$ cat src/rtl/coherence_bus_ctrl.sv
`default_nettype none
// ============================================================================
// Module   : coherence_bus_ctrl
// Purpose  : NCPU-way memory/coherence controller. Round-robin arbitrates the
//            per-core I-fetch and D-block traffic onto one RAM port and runs
//            an MSI snoop bus (broadcast snoop, cache-to-cache transfer with
//            memory update, S->M upgrade invalidation, BLOCK_WORDS bursts).
// Ports    : CLK/nRST          clock, async active-low reset
//            iREN/iaddr        I-fetch request/address per core
//            iwait/iload       I-fetch stall (0 pulse = data valid) / data
//            dREN/dWEN/daddr   D-block fill / writeback request, beat address
//            dstore            writeback or snoop-supplied word per core
//            dwait/dload       D beat stall (0 pulse = beat done) / fill data
//            ccwrite/cctrans   requester BusRdX / state change or M-hit
//            ccwait/ccinv      snoop-response hold / invalidate per core
//            ccsnoopaddr       snoop address per core
//            ramstate/ramload  RAM status (FREE/BUSY/ACCESS/ERROR) / data
//            ramREN/ramWEN     RAM strobes
//            ramaddr/ramstore  RAM address / write data
// Revision : 1.0 - initial release
// ============================================================================
module coherence_bus_ctrl #(
   parameter int NCPU        = 2,
   parameter int BLOCK_WORDS = 2,
   parameter int AW          = 32
) (
   input  logic                     CLK,
   input  logic                     nRST,
   input  logic [NCPU-1:0]          iREN,
   input  logic [NCPU-1:0][AW-1:0]  iaddr,
   output logic [NCPU-1:0]          iwait,
   output logic [NCPU-1:0][AW-1:0]  iload,
   input  logic [NCPU-1:0]          dREN,
   input  logic [NCPU-1:0]          dWEN,
   input  logic [NCPU-1:0][AW-1:0]  daddr,
   input  logic [NCPU-1:0][AW-1:0]  dstore,
   output logic [NCPU-1:0]          dwait,
   output logic [NCPU-1:0][AW-1:0]  dload,
   input  logic [NCPU-1:0]          ccwrite,
   input  logic [NCPU-1:0]          cctrans,
   output logic [NCPU-1:0]          ccwait,
   output logic [NCPU-1:0]          ccinv,
   output logic [NCPU-1:0][AW-1:0]  ccsnoopaddr,
   input  logic [1:0]               ramstate,
   input  logic [AW-1:0]            ramload,
   output logic                     ramREN,
   output logic                     ramWEN,
   output logic [AW-1:0]            ramaddr,
   output logic [AW-1:0]            ramstore
);

   localparam int             PW         = (NCPU > 1) ? $clog2(NCPU) : 1;
   localparam int             BW         = (BLOCK_WORDS > 1) ? $clog2(BLOCK_WORDS) : 1;
   localparam logic [1:0]     RAM_ACCESS = 2'd2;
   localparam logic [BW-1:0]  LAST_BEAT  = BW'(BLOCK_WORDS - 1);

   typedef enum logic [2:0] {
      S_IDLE   = 3'd0,
      S_WB     = 3'd1,
      S_IFETCH = 3'd2,
      S_ARB    = 3'd3,
      S_SNOOP  = 3'd4,
      S_C2C    = 3'd5,
      S_LOAD   = 3'd6
   } state_t;

   state_t          state_q, state_d;
   logic [PW-1:0]   req_q, req_d;
   logic [PW-1:0]   src_q, src_d;
   logic [PW-1:0]   d_ptr_q, d_ptr_d;
   logic [PW-1:0]   i_ptr_q, i_ptr_d;
   logic [BW-1:0]   beat_q, beat_d;

   // Round-robin pick: {found, index}. Scanning from the farthest candidate
   // back to ptr+1 lets the nearest requester overwrite the result last.
   function automatic logic [PW:0] rr_pick(input logic [NCPU-1:0] reqs,
                                           input logic [PW-1:0]   ptr);
      logic [PW:0] res;
      int          idx;
      res = '0;
      for (int i = NCPU; i >= 1; i--) begin
         idx = (int'(ptr) + i) % NCPU;
         if (reqs[idx]) res = {1'b1, PW'(idx)};
      end
      return res;
   endfunction

   logic [PW:0] pick_w, pick_r, pick_u, pick_i;
   logic        ram_access, last_beat;

   assign pick_w     = rr_pick(dWEN,    d_ptr_q);
   assign pick_r     = rr_pick(dREN,    d_ptr_q);
   assign pick_u     = rr_pick(cctrans, d_ptr_q);
   assign pick_i     = rr_pick(iREN,    i_ptr_q);
   assign ram_access = (ramstate == RAM_ACCESS);
   assign last_beat  = (beat_q == LAST_BEAT);

   // Lowest-index snooped core (other than the requester) holding the block in M.
   logic          snoop_hit;
   logic [PW-1:0] snoop_src;

   always_comb begin
      snoop_hit = 1'b0;
      snoop_src = '0;
      for (int k = NCPU - 1; k >= 0; k--) begin
         if (cctrans[k] && (PW'(k) != req_q)) begin
            snoop_hit = 1'b1;
            snoop_src = PW'(k);
         end
      end
   end

   always_ff @(posedge CLK or negedge nRST) begin
      if (!nRST) begin
         state_q <= S_IDLE;
         req_q   <= '0;
         src_q   <= '0;
         beat_q  <= '0;
         d_ptr_q <= PW'(NCPU - 1);
         i_ptr_q <= PW'(NCPU - 1);
      end else begin
         state_q <= state_d;
         req_q   <= req_d;
         src_q   <= src_d;
         beat_q  <= beat_d;
         d_ptr_q <= d_ptr_d;
         i_ptr_q <= i_ptr_d;
      end
   end

   always_comb begin
      state_d     = state_q;
      req_d       = req_q;
      src_d       = src_q;
      beat_d      = beat_q;
      d_ptr_d     = d_ptr_q;
      i_ptr_d     = i_ptr_q;
      iwait       = '1;
      iload       = '0;
      dwait       = '1;
      dload       = '0;
      ccwait      = '0;
      ccinv       = '0;
      ccsnoopaddr = '0;
      ramREN      = 1'b0;
      ramWEN      = 1'b0;
      ramaddr     = '0;
      ramstore    = '0;

      // Snooped cores stay parked for the whole snoop/transfer phase.
      if (state_q == S_SNOOP || state_q == S_C2C || state_q == S_LOAD) begin
         for (int k = 0; k < NCPU; k++) begin
            if (PW'(k) != req_q) begin
               ccwait[k]      = 1'b1;
               ccsnoopaddr[k] = daddr[req_q];
               ccinv[k]       = ccwrite[req_q];
            end
         end
      end

      case (state_q)
         S_IDLE: begin
            beat_d = '0;
            if (|dWEN) begin
               req_d   = pick_w[PW-1:0];
               state_d = S_WB;
            end else if (|(dREN | cctrans)) begin
               state_d = S_ARB;
            end else if (|iREN) begin
               req_d   = pick_i[PW-1:0];
               state_d = S_IFETCH;
            end
         end

         S_WB: begin
            ramWEN   = 1'b1;
            ramaddr  = daddr[req_q];
            ramstore = dstore[req_q];
            if (ram_access) begin
               dwait[req_q] = 1'b0;
               beat_d       = beat_q + 1'b1;
               if (last_beat) begin
                  beat_d  = '0;
                  d_ptr_d = req_q;
                  state_d = S_IDLE;
               end
            end
         end

         S_IFETCH: begin
            ramREN       = 1'b1;
            ramaddr      = iaddr[req_q];
            iload[req_q] = ramload;
            if (ram_access) begin
               iwait[req_q] = 1'b0;
               i_ptr_d      = req_q;
               state_d      = S_IDLE;
            end
         end

         S_ARB: begin
            state_d = S_IDLE;
            if (pick_r[PW]) begin
               req_d   = pick_r[PW-1:0];
               state_d = S_SNOOP;
               for (int k = 0; k < NCPU; k++)
                  if (PW'(k) != pick_r[PW-1:0]) ccwait[k] = 1'b1;
            end else if (pick_u[PW]) begin
               // S->M upgrade hit: invalidate the sharers and complete at once.
               for (int k = 0; k < NCPU; k++) begin
                  if (PW'(k) != pick_u[PW-1:0]) begin
                     ccinv[k]       = 1'b1;
                     ccsnoopaddr[k] = daddr[pick_u[PW-1:0]];
                  end
               end
               dwait[pick_u[PW-1:0]] = 1'b0;
               d_ptr_d               = pick_u[PW-1:0];
            end
         end

         S_SNOOP: begin
            if (snoop_hit) begin
               src_d   = snoop_src;
               state_d = S_C2C;
            end else begin
               state_d = S_LOAD;
            end
         end

         S_C2C: begin
            // The M owner supplies the data; memory is updated in the same beat.
            dload[req_q] = dstore[src_q];
            ramWEN       = 1'b1;
            ramaddr      = daddr[req_q];
            ramstore     = dstore[src_q];
            if (ram_access) begin
               dwait[req_q] = 1'b0;
               dwait[src_q] = 1'b0;
               beat_d       = beat_q + 1'b1;
               if (last_beat) begin
                  beat_d  = '0;
                  d_ptr_d = req_q;
                  state_d = S_IDLE;
               end
            end
         end

         S_LOAD: begin
            ramREN       = 1'b1;
            ramaddr      = daddr[req_q];
            dload[req_q] = ramload;
            if (ram_access) begin
               dwait[req_q] = 1'b0;
               beat_d       = beat_q + 1'b1;
               if (last_beat) begin
                  beat_d  = '0;
                  d_ptr_d = req_q;
                  state_d = S_IDLE;
               end
            end
         end

         default: begin
            state_d = S_IDLE;
            beat_d  = '0;
         end
      endcase
   end

endmodule
`default_nettype wire

$ cat config.mk
export PLATFORM = sky130hd
export DESIGN_NAME = coherence_bus_ctrl
export DESIGN_NICKNAME = d
export VERILOG_FILES = /design/src/rtl/coherence_bus_ctrl.sv
export SDC_FILE = /design/constraint.sdc
export NUM_CORES = 1
export LEC_CHECK = 0
export ABC_AREA = 1
export ABC_CLOCK_PERIOD_IN_PS = 2200
export CORE_AREA = 2 2 195 197
export CTS_CLUSTER_SIZE = 8
export DETAILED_ROUTE_END_ITERATION = 6
export DIE_AREA = 0 0 197 199
export DONT_BUFFER_PORTS = 1
export HOLD_SLACK_MARGIN = 0.08
export SLEW_MARGIN = 5
export SYNTH_ARGS = -nofsm -noshare
export SYNTH_HDL_FRONTEND = slang
export SYNTH_SLANG_ARGS = --single-unit
$ cat constraint.sdc
create_clock -name CLK -period 2.2 [get_ports CLK]
set_clock_uncertainty 0.15 [all_clocks]
set_input_delay 0.55 -clock CLK [delete_from_list [all_inputs] [get_ports CLK]]
set_output_delay 0.55 -clock CLK [all_outputs]
set_load 0.005 [all_outputs]
# Yosys cells after proc, flatten, opt, wreduce, memory -nomap -nowiden
# Cells that the tools add are included.
dict set report totals {
  inputBits 238
  reg_bits 8
  elab_cells 186
  out_inout_bits 266
}
dict set report op_classes {
  n_reduce_logical 24
  order_cmp 10
  n_eq_ne 16
  n_addsub 5
  n_bitwise 13
  muxes 112
}
# operator n
set ops {}
lappend ops {{two-way mux 32 bit} 15}
lappend ops {{two-way mux 64 bit} 5}
lappend ops {{bitwise AND 64 bit} 2}
lappend ops {{one-hot mux 32 bit (2 select lines)} 2}
lappend ops {{one-hot mux 64 bit (2 select lines)} 1}
lappend ops {{two-way mux 1 bit} 56}
lappend ops {{two-way mux 2 bit} 17}
lappend ops {{demux 32 bit (select 1 bit)} 1}
lappend ops {{two-way mux 3 bit} 7}
lappend ops {{one-hot mux 3 bit (5 select lines)} 1}
lappend ops {{less-than comparator 2 x 3 -> 1 bit, second input constant} 4}
lappend ops {{OR reduction 2 bit} 6}
lappend ops {{== test 3 bit, second input constant} 3}
lappend ops {{inequality test 2 bit, second input constant} 4}
lappend ops {{AND reduction 4 bit} 2}
lappend ops {{== test 3 x 2 -> 1 bit, second input constant} 2}
lappend ops {{less-than comparator 1 x 2 -> 1 bit, second input constant} 3}
lappend ops {{inequality test 3 bit, second input constant} 2}
lappend ops {{NOT 2 bit} 3}
lappend ops {{one-hot mux 1 bit (2 select lines)} 3}
lappend ops {{one-hot mux 2 bit (3 select lines)} 1}
lappend ops {{AND reduction 2 bit} 3}
lappend ops {{OR reduction 3 bit} 2}
lappend ops {{adder 1 bit, second input constant} 5}
lappend ops {{other kinds (15)} 30}

# Depth between registers and ports, before layout
dict set report depth {
  word_depth 15
  ltp_mapped 9
  ltp_nobuf 8
}

# Worst setup path before layout
# Ideal clock, no wire load.
dict set report synth_timing {
  kind {input-to-output}
  start {input dREN[1]}
  end {output ccsnoopaddr[53] in the netlist's numbering}
  path_buffers 1
  path_slack_ns 0.029
  arrival_ns 1.471
  cell_stages 7
  cell_sequence {nor2_1 -> inv_1 -> nor2_4 -> nand3_2 -> o21a_2 -> buf_4 -> nor2_1}
}
# element line
set synth_lines {}
lappend synth_lines {{from (decl)} 33} ;# input logic [NCPU-1:0] dREN,
lappend synth_lines {{to (decl)} 43} ;# output logic [NCPU-1:0][AW-1:0] ccsnoopaddr,

==> results by group <==
Run status
  – Status: complete, but fails checks
  – Failing checks: negative setup slack

Placement
  – Placed cell area: 5284 sq um
  – Inst Count DP: 1,432
  – Final GP Congestion: 0.9515
  – PortBufs: 0
  – Dpl ws: -0.06930 ns
  – Post-DP HPWL: 20,640 microns

STA
  – Final Worst Setup Slack: -0.2038 ns
  – Fin. Hold Viols: 0
  – Crit share post-route: 109.3%
  – Tmin final: 2.404 ns
  – Fmax: 416.0 MHz
  – Slew margin rel.: 73.52%
  – Worst-margin pin slew: 0.3959 ns
  – Final setup viols: 226
  – Unrepaired setup endpoints after global routing: yes
  – Slew Limit Fails: 0

Routing
  – Initial DRC count: 693
  – # DRC: 0
  – Routed Antenna Nets: 0
  – Avg Vias per Cell: 4.603
  – Total number of vias: 6,817
  – Pre-Repair DR Iteration Count: 5
  – Wire per inst: 20.95 microns
  – Total Wirelength: 31,030 microns

Clock tree
  – Clock slew at reported path FFs: 0.04 ns
  – CTS tree: done
  – Worst-skew pair later-pin latency: 0.23 ns
  – Clock net sink count: 8
  – Longest Clk Path Bufs: 2
  – Clk root buf: clkbuf_16
  – Number of buffers created by CTS: 3
  – H-tree level count: 1

Yosys
  – Post-Synthesis Cells: 950
  – Post-synth ARST share: 100.0%
  – Cell taking the most area after synthesis: nand2_1
  – Synth Cell Area: 4225 sq um
  – Unique masters post-synth: 25
  – Number of flops mapped to enable cells by yosys: 0
  – Synth top area share: 19.99%
  – Mapped Nets: 1,188
  – Synth area leaders: nand2_1, nor2_1, inv_1
  – Top FF cell, synth: dfrtp_1
  – Yosys reg bits: 8
  – Average instance area after synthesis: 4.448 sq um
  – Yosys warns: 0
  – Sequential share of the synthesized area: 4.797%

Worst setup path
  – Crit Path Max Fanout: 25
  – Reg2reg start: state_q[1]$_DFFE_PN0P_
  – Startpoint Class: register
  – Req. time, crit path: 1.50 ns
  – Crit end category: primary output
  – CP startpoint: src_q$_DFFE_PN0N_
  – Setup CP Type: register to primary output
  – CP arrival: 1.70 ns

Floorplanning
  – Core Area: 37,130 sq um
  – Starting density of the core: 11.38%
  – Die area: 39,200 sq um
  – Die width: 197 microns
  – # rows: 71
  – Die Ht: 199 microns
  – IO Pins: 504

Pwr
  – Leak: 3.179 nW
  – PwrDens: 1046 nW/um^2
  – Peak supply drop: 516.7 uV

GRT
  – First-pass GRT wire length: 35,440 microns
  – Vias in the first global route: 5,461
  – Largest net degree at the start of global routing: 43
  – Global route total overflow: 0
  – Initial antenna violation count: 0
  – GRT Util Overall: 12.19%

Finish
  – Final instance area: 7278 sq um
  – Total Nets Final: 1,246
  – Final non-filler cell total: 1,481
  – Layout area overhead: 72.25%
  – Ant diodes: 0
  – Layout cells sized above 1: 36.15%

Job
  – Max_cap viols: 0

Hold path
  – HP Start: beat_q$_DFFE_PN0P_
  – Hold crit path type: register to register
==> routing by layer <==
layer	part of all wire (%)	vias up	global-route usage, %	wire length (microns)
li1	-	3029	-	-
met1	39	3126	14.71	12000
met5	0	-	0	0
met2	48	603	21.18	14840
met3	10	59	2.984	3197
met4	3.2	0	4.010	995
==> critical path, stage by stage (launching register included) <==
cell and delay, ns:
dfrtp_2 0.48, buf_12 0.19, o21ai_0 0.28, nand2_2 0.10, o21ai_1 0.09, inv_1 0.07
nor2_1 0.09, buf_4 0.15
==> metrics by stage <==
| stage | hold slack (ns) | utilization (%) | total power, mW | TNS, ns |
|---|---|---|---|---|
| 4_1_cts | 0.3252 | 16.63 | 6.441 | -11.71 |
| 6_report | 0.3198 | 19.60 | 7.611 | -19.23 |
| 5_1_grt | 0.3573 | 19.60 | 8.146 | -37.01 |
| 3_3_place_gp | 0.1050 | 14.23 | 5.166 | -0.4746 |
| 2_1_floorplan | 0.1044 | - | 3.158 | 0 |
| 3_5_place_dp | 0.1050 | 14.23 | 5.177 | -1.647 |
==> layout by cell type (no fill, tap or decap), drive strengths merged <==
master,n
a21oi,5
clkinv,3
clkbuf,11
dfrtp,6
bufbuf,1
o21ai,140
dlygate4sd3,1
nor2,210
buf,100
nand2,226
nand4,27
o22ai,1
nor3,1
o211ai,4
o21a,1
dfstp,2
nand3,76
inv,192
==> where the power goes <==
part / internal (mW) / switching (mW) / total [mW]
Combinational: 2.64 / 4.30 / 6.94
Sequential: 0.238 / 0.109 / 0.347
Clock: 0.242 / 0.0774 / 0.319
Total: 3.12 / 4.49 / 7.61
==> cells by family (layout without fill, tap and decap cells) <==
group,count (synthesis),in the layout,synth area share [%]
AND/OR/NAND/NOR,540,540,52.92
AO/OA/AOI/OAI,151,151,18.33
flip-flops,8,8,4.797
buffers and inverters,251,308,23.96
==> final timing paths <==
check / to / slack, ns / depth (start not counted)
worst max-delay path: dload[9] / -0.20 / 7
worst min-delay path: beat_q$_DFFE_PN0P_ / 0.32 / 2
worst max register to register: beat_q$_DFFE_PN0P_ / 0.46 / 10
worst min register to register: beat_q$_DFFE_PN0P_ / 0.32 / 2
max in group asynchronous: d_ptr_q$_DFFE_PN1P_ / 1.05 / 1
min in group asynchronous: state_q[1]$_DFFE_PN0P_ / 0.53 / 1
==> synth_stat cells, types with 3 or more instances <==
cell type and number:
clkbuf_1 17, nand3_2 3, nor2_1 205, o211ai_1 4, nor2_4 3, buf_2 40, a21oi_1 4, nand2_1 225
inv_1 183, nand4_1 27, o21ai_0 125, o21ai_1 15, dfrtp_1 6, nand3_1 73, inv_2 7
==> repair_timing <==
item | CTS | global route
pin swaps | 14 | 21
gates resized for setup | 205 | 204
buffers inserted | 13 | 16
hold endpoints to repair | 8 | 0
hold buffers | 1 | 0
setup endpoints to repair | 256 | 233
cloned | 5 | 11
==> sequential cells by signal, summed over array words and instances (netlist names) <==
| name | count |
|---|---|
| i_ptr_q | 1 |
| beat_q | 1 |
| state_q | 3 |
| src_q | 1 |
| req_q | 1 |
| d_ptr_q | 1 |
==> cell type report <==
cell class | instances | area [sq um]
fillers | 4158 | 29850
multi-input cells | 691 | 4074
repair buffers | 109 | 1493
inverters | 191 | 778.2
well taps | 474 | 593.1
flip-flops and latches | 8 | 207.7
clock buffers | 4 | 78.83
repair inverters | 4 | 53.80
(Power assumes the default switching activity.)
